[config.mk]
export PLATFORM = sky130hd
export DESIGN_NAME = lru_age_table_flat
export DESIGN_NICKNAME = d
export VERILOG_FILES = /design/src/rtl/lru_age_table_if.sv /design/src/rtl/lru_age_table.sv /design/src/flat_wrapper.sv
export SDC_FILE = /design/constraint.sdc
export NUM_CORES = 1
export LEC_CHECK = 0
export CAP_MARGIN = 30
export CELL_PAD_IN_SITES_DETAIL_PLACEMENT = 1
export CELL_PAD_IN_SITES_GLOBAL_PLACEMENT = 2
export CORE_MARGIN = 5
export CORE_UTILIZATION = 39
export CTS_CLUSTER_SIZE = 20
export DETAILED_ROUTE_END_ITERATION = 16
export MAX_ROUTING_LAYER = met4
export PLACE_DENSITY = 0.86
export SETUP_SLACK_MARGIN = 0.05
export SLEW_MARGIN = 40
export SYNTH_ARGS = -nofsm -noshare
export SYNTH_HDL_FRONTEND = slang
export SYNTH_SLANG_ARGS = --single-unit
[constraint.sdc]
create_clock -name clk -period 4.2 [get_ports clk]
set_input_delay 0.63 -clock clk [delete_from_list [all_inputs] [get_ports clk]]
set_output_delay 0.63 -clock clk [all_outputs]
set_load 0.02 [all_outputs]
[src/rtl/lru_age_table_if.sv]
`default_nettype none
// ============================================================================
// Module      : lru_age_table_if
// Description : Request/response bundle between cache controller and LRU table.
// Revision    : 1.0 - initial release
// ============================================================================
interface lru_age_table_if #(
    parameter int WAYS = 4,
    parameter int SETS = 8
);
    localparam int WAY_W = $clog2(WAYS);
    localparam int SET_W = $clog2(SETS);

    logic             init_req;
    logic             ready;
    logic             touch_valid;
    logic [SET_W-1:0] touch_set;
    logic [WAY_W-1:0] touch_way;
    logic             lookup_valid;
    logic [SET_W-1:0] lookup_set;
    logic             victim_valid;
    logic [WAY_W-1:0] victim_way;

    modport master (
        output init_req, touch_valid, touch_set, touch_way, lookup_valid, lookup_set,
        input  ready, victim_valid, victim_way
    );

    modport slave (
        input  init_req, touch_valid, touch_set, touch_way, lookup_valid, lookup_set,
        output ready, victim_valid, victim_way
    );
endinterface
`default_nettype wire

[src/rtl/lru_age_table.sv]
`default_nettype none
// ============================================================================
// Module      : lru_age_table
// Description : Per-set true-LRU age table with victim lookup and flush sweep.
// Revision    : 1.0 - initial release
// ============================================================================
module lru_age_table #(
    parameter int WAYS = 4,
    parameter int SETS = 8
) (
    input  logic               clk,
    input  logic               rst_n,
    lru_age_table_if.slave     bus
);
    localparam int WAY_W = $clog2(WAYS);
    localparam int SET_W = $clog2(SETS);
    localparam logic [WAY_W-1:0] C_LRU_AGE  = WAY_W'(WAYS - 1);
    localparam logic [SET_W-1:0] C_LAST_SET = SET_W'(SETS - 1);

    typedef enum logic [0:0] {
        IDLE = 1'b0,
        INIT = 1'b1
    } state_t;

    state_t           state_q;
    logic [SET_W-1:0] cnt_q;
    logic             ready_q;
    logic             victim_valid_q;
    logic [WAY_W-1:0] victim_way_q;
    logic [WAY_W-1:0] age_q [SETS][WAYS];

    logic [WAY_W-1:0] touch_old_age;
    logic [WAY_W-1:0] age_touch_d  [WAYS];
    logic [WAY_W-1:0] lookup_row   [WAYS];
    logic [WAY_W-1:0] victim_way_d;

    // Reset pattern makes way 0 the LRU and way WAYS-1 the MRU.
    function automatic logic [WAY_W-1:0] f_reset_age(input int w);
        return WAY_W'(WAYS - 1 - w);
    endfunction

    always_comb begin
        touch_old_age = age_q[bus.touch_set][bus.touch_way];
        for (int w = 0; w < WAYS; w++) begin
            if (WAY_W'(w) == bus.touch_way) begin
                age_touch_d[w] = '0;
            end else if (age_q[bus.touch_set][w] < touch_old_age) begin
                age_touch_d[w] = age_q[bus.touch_set][w] + WAY_W'(1);
            end else begin
                age_touch_d[w] = age_q[bus.touch_set][w];
            end
        end
    end

    // Same-set touch is forwarded so the lookup never names the just-touched way.
    always_comb begin
        for (int w = 0; w < WAYS; w++) begin
            if (bus.touch_valid && (bus.touch_set == bus.lookup_set)) begin
                lookup_row[w] = age_touch_d[w];
            end else begin
                lookup_row[w] = age_q[bus.lookup_set][w];
            end
        end
        victim_way_d = '0;
        for (int w = 0; w < WAYS; w++) begin
            if (lookup_row[w] == C_LRU_AGE) begin
                victim_way_d = WAY_W'(w);
            end
        end
    end

    always_ff @(posedge clk or negedge rst_n) begin
        if (!rst_n) begin
            for (int s = 0; s < SETS; s++) begin
                for (int w = 0; w < WAYS; w++) begin
                    age_q[s][w] <= f_reset_age(w);
                end
            end
            state_q        <= IDLE;
            cnt_q          <= '0;
            ready_q        <= 1'b1;
            victim_valid_q <= 1'b0;
            victim_way_q   <= '0;
        end else begin
            case (state_q)
                IDLE: begin
                    if (bus.init_req) begin
                        state_q        <= INIT;
                        cnt_q          <= '0;
                        ready_q        <= 1'b0;
                        victim_valid_q <= 1'b0;
                    end else begin
                        if (bus.touch_valid) begin
                            for (int w = 0; w < WAYS; w++) begin
                                age_q[bus.touch_set][w] <= age_touch_d[w];
                            end
                        end
                        victim_valid_q <= bus.lookup_valid;
                        if (bus.lookup_valid) begin
                            victim_way_q <= victim_way_d;
                        end
                    end
                end
                INIT: begin
                    for (int w = 0; w < WAYS; w++) begin
                        age_q[cnt_q][w] <= f_reset_age(w);
                    end
                    cnt_q          <= cnt_q + SET_W'(1);
                    victim_valid_q <= 1'b0;
                    if (cnt_q == C_LAST_SET) begin
                        state_q <= IDLE;
                        ready_q <= 1'b1;
                    end
                end
                default: begin
                    state_q <= IDLE;
                    ready_q <= 1'b1;
                end
            endcase
        end
    end

    assign bus.ready        = ready_q;
    assign bus.victim_valid = victim_valid_q;
    assign bus.victim_way   = victim_way_q;
endmodule
`default_nettype wire
[src/flat_wrapper.sv]
// flat-port wrapper written by rule: the top's interface ports become plain ports
module lru_age_table_flat 
#(
    parameter int WAYS = 4,
    parameter int SETS = 8
)
  (clk, rst_n, bus_init_req, bus_touch_valid, bus_touch_set, bus_touch_way, bus_lookup_valid, bus_lookup_set, bus_ready, bus_victim_valid, bus_victim_way);
  lru_age_table_if #(.WAYS(WAYS), .SETS(SETS)) bus_i ();
  input  logic clk;
  input  logic rst_n;
  input wire logic [$bits(bus_i.init_req)-1:0] bus_init_req;
  input wire logic [$bits(bus_i.touch_valid)-1:0] bus_touch_valid;
  input wire logic [$bits(bus_i.touch_set)-1:0] bus_touch_set;
  input wire logic [$bits(bus_i.touch_way)-1:0] bus_touch_way;
  input wire logic [$bits(bus_i.lookup_valid)-1:0] bus_lookup_valid;
  input wire logic [$bits(bus_i.lookup_set)-1:0] bus_lookup_set;
  output wire logic [$bits(bus_i.ready)-1:0] bus_ready;
  output wire logic [$bits(bus_i.victim_valid)-1:0] bus_victim_valid;
  output wire logic [$bits(bus_i.victim_way)-1:0] bus_victim_way;
  assign bus_i.init_req = bus_init_req;
  assign bus_i.touch_valid = bus_touch_valid;
  assign bus_i.touch_set = bus_touch_set;
  assign bus_i.touch_way = bus_touch_way;
  assign bus_i.lookup_valid = bus_lookup_valid;
  assign bus_i.lookup_set = bus_lookup_set;
  assign bus_ready = bus_i.ready;
  assign bus_victim_valid = bus_i.victim_valid;
  assign bus_victim_way = bus_i.victim_way;
  lru_age_table #(.WAYS(WAYS), .SETS(SETS)) u_core (.clk(clk), .rst_n(rst_n), .bus(bus_i));
endmodule
==> flow_summary.ini <==
[outcome]
status = completed

[clock_network]
cts_buffers = 9
cts_tree = yes
h-tree-depth = 3
clk_latency_ns = 0.36
numClockSinks = 72
postCtsSetupRepairBufs = 0
clock_path_buffers = 2
root_buffer = clkbuf_8
hold_buffers = 0
clk_pin_slew_ns = 0.09
post_cts_resized = 0

[power_and_ir_drop]
powerDensity_nw_per_um2 = 513.2
irDropWorstVdd_v = 0.0002026
leakagePower_nw = 1.810
design_power_total_mw = 2.322

[final_layout]
syn_to_final_growth_pct = 13.00
seq_area_um2 = 1843
final_common_cell = o21ai_0
multi_input_area_um2 = 2023
layout-drive-gt1-share_pct = 16.89
final_nets = 452
fill_cells = 1182
final_cell_mix = o21ai_0, nand3_1, dfrtp_1
antenna_cells = 0

[floorplanning]
dieArea_um2 = 12400
die_y_um = 111.3
rows = 37
die_w_um = 111.3
placeableCoreArea_um2 = 10180
io_pins = 17
start_util_pct = 39.32

[setup_path]
r2r_cells = 11
cp_data_required_time_ns = 4.45
path_max_fanout = 28
critical_path_class = primary input to flip-flop
r2r_end = u_core.bus.victim_way[0]
cp-start-kind = primary input
crit_arrival_ns = 3.99
r2r_slack_ns = 1.00
cp-end-kind = flip-flop
r2r-start = u_core.age_q[61]

[synth]
synth_area_um2 = 4005
ys_seq_area_share_pct = 46.02
ys_async_sr_fraction_pct = 100.0
synth_edf_count = 0
ys_warn_count = 0
ys_types = 45
avgSynthCellArea_um2 = 9.628
ys.flop_type = dfrtp_1
syn_inst = 416
synth-seq-cells = 72
syn_nets = 435

[timing]
period_share_pct = 89.00
drv_slew = 0
setup_viol = 0
rsz0062_at_grt = no
fin_skew_ns = 0.008894
final-hold-violation-count = 0
finalCriticalPeriod_ns = 3.738
worst_slew_pin_slew_ns = 0.7604
fmax_mhz = 267.5
finalSetupTns_ns = 0
relSlewSlack_pct = 49.31

[flow_run]
cap_violations = 0

[global_route]
antenna_found_initial = 0
grtUsageTotal_pct = 21.27
grt_pass1_wl_mm = 20.18
first_global_vias = 3571
grt_max_degree = 52
gr-total-overflow = 0

[drt]
wl_mm = 12.39
drt_iter0_drc = 207
drc = 0
drtAntennaViolNets = 0
vias = 3432
wl_per_cell_um = 21.58
viasPerCell = 5.979
firstDrtPassIters = 4

[hold_path]
min_path_type = primary input to asynchronous set/reset pin

[place]
dp_hpwl_mm = 9.028
portBuffers = 16
globalplace.congestion = 0.8379
worst max path at each step:
stage | start | end | slack (ns) | cells past startpoint
after floorplan | bus_touch_set[2] | u_core.bus.victim_way[0] | 0.28 | 14
after global placement | bus_touch_set[2] | u_core.bus.victim_way[0] | 0.22 | 12
after detailed placement | bus_touch_set[2] | u_core.bus.victim_way[0] | 0.09 | 12
after CTS | bus_touch_set[2] | u_core.bus.victim_way[0] | 0.45 | 12
after global routing | bus_touch_set[2] | u_core.bus.victim_way[0] | 0.27 | 12
final | bus_touch_set[2] | u_core.bus.victim_way[0] | 0.46 | 12
worst max-delay path: stages:
cell	delay, ns
clkdlybuf4s50_1	0.52
buf_12	0.20
nor2b_1	0.23
a221oi_1	0.12
o22a_1	0.29
mux4_2	0.55
ha_1	0.32
nor3_1	0.30
xnor2_1	0.16
nand2b_1	0.09
or3_1	0.34
a32o_1	0.22
synth_stat cells, types with 3 or more instances:
library cell	count	area share, %
nand4_1	4	0.62
mux2i_1	6	1.5
xnor2_1	5	1.1
clkbuf_1	18	1.7
nand2_1	33	3.1
nor3b_1	3	0.56
mux2_2	3	0.84
nor2b_1	6	0.94
dfrtp_1	39	24
mux4_2	5	2.8
ha_1	6	1.9
nand3_1	55	6.9
and3_1	3	0.47
o21ai_0	96	12
nor3_1	3	0.37
o211ai_1	5	0.94
dfstp_2	33	22
a21oi_1	12	1.5
nor2_1	25	2.3
mux4_1	9	5.9
or3_1	4	0.62
nand2b_1	5	0.78
inv_1	6	0.56
logic make-up (layout without fill, tap and decap cells):
kind of cell,Yosys count,in the layout,synth area share (%)
mux,24,24,11.40
buf+inv,30,52,3.468
flops,72,72,46.02
fa+ha+maj,6,6,1.874
simple gates,146,146,17.53
compound gates,131,131,18.18
xor+xnor,7,7,1.531
per-stage QoR:
stage,cell area [µm²],setup slack (ns),cells,hold WS [ns],utilization [%]
after CTS,4531,0.4545,574,0.2457,44.48
after global placement,4357,0.2249,558,0.4633,42.78
after floorplan,4005,0.2761,416,0.3344,-
after detailed placement,4357,0.09207,558,0.4866,42.78
final,4526,0.4620,574,0.2265,44.43
after global routing,4526,0.2685,574,0.2817,44.43
cell type report:
type                    count  area share [%]
repair buffers             30           6.469
inverters                   6          0.4977
clock buffers              11           3.124
flip-flops and latches     72           40.72
well taps                 136           3.760
clock inverters             5          0.7188
multi-input cells         314           44.71
registers in the layout, summed over array words and instances (netlist names):
| register | count |
|---|---|
| u_core.age_q | 64 |
| u_core.cnt_q | 3 |
| u_core.bus.victim_way | 2 |
| u_core.bus.ready | 1 |
| u_core.bus.victim_valid | 1 |
| u_core.state_q | 1 |
where the power goes:
part / switching [mW] / total, mW / internal (mW)
logic: 0.432 / 0.723 / 0.291
registers: 0.164 / 1.07 / 0.911
clock network: 0.293 / 0.525 / 0.231
total: 0.889 / 2.32 / 1.43
per-layer routing:
layer  part of all wire, %  global-route usage [%]
met4                   1.8                   7.624
met1                    45                   28.61
met3                   5.6                   3.370
met2                    47                   32.77
met5                     0                       -
Note: power is estimated with default switching activity, not from simulation.
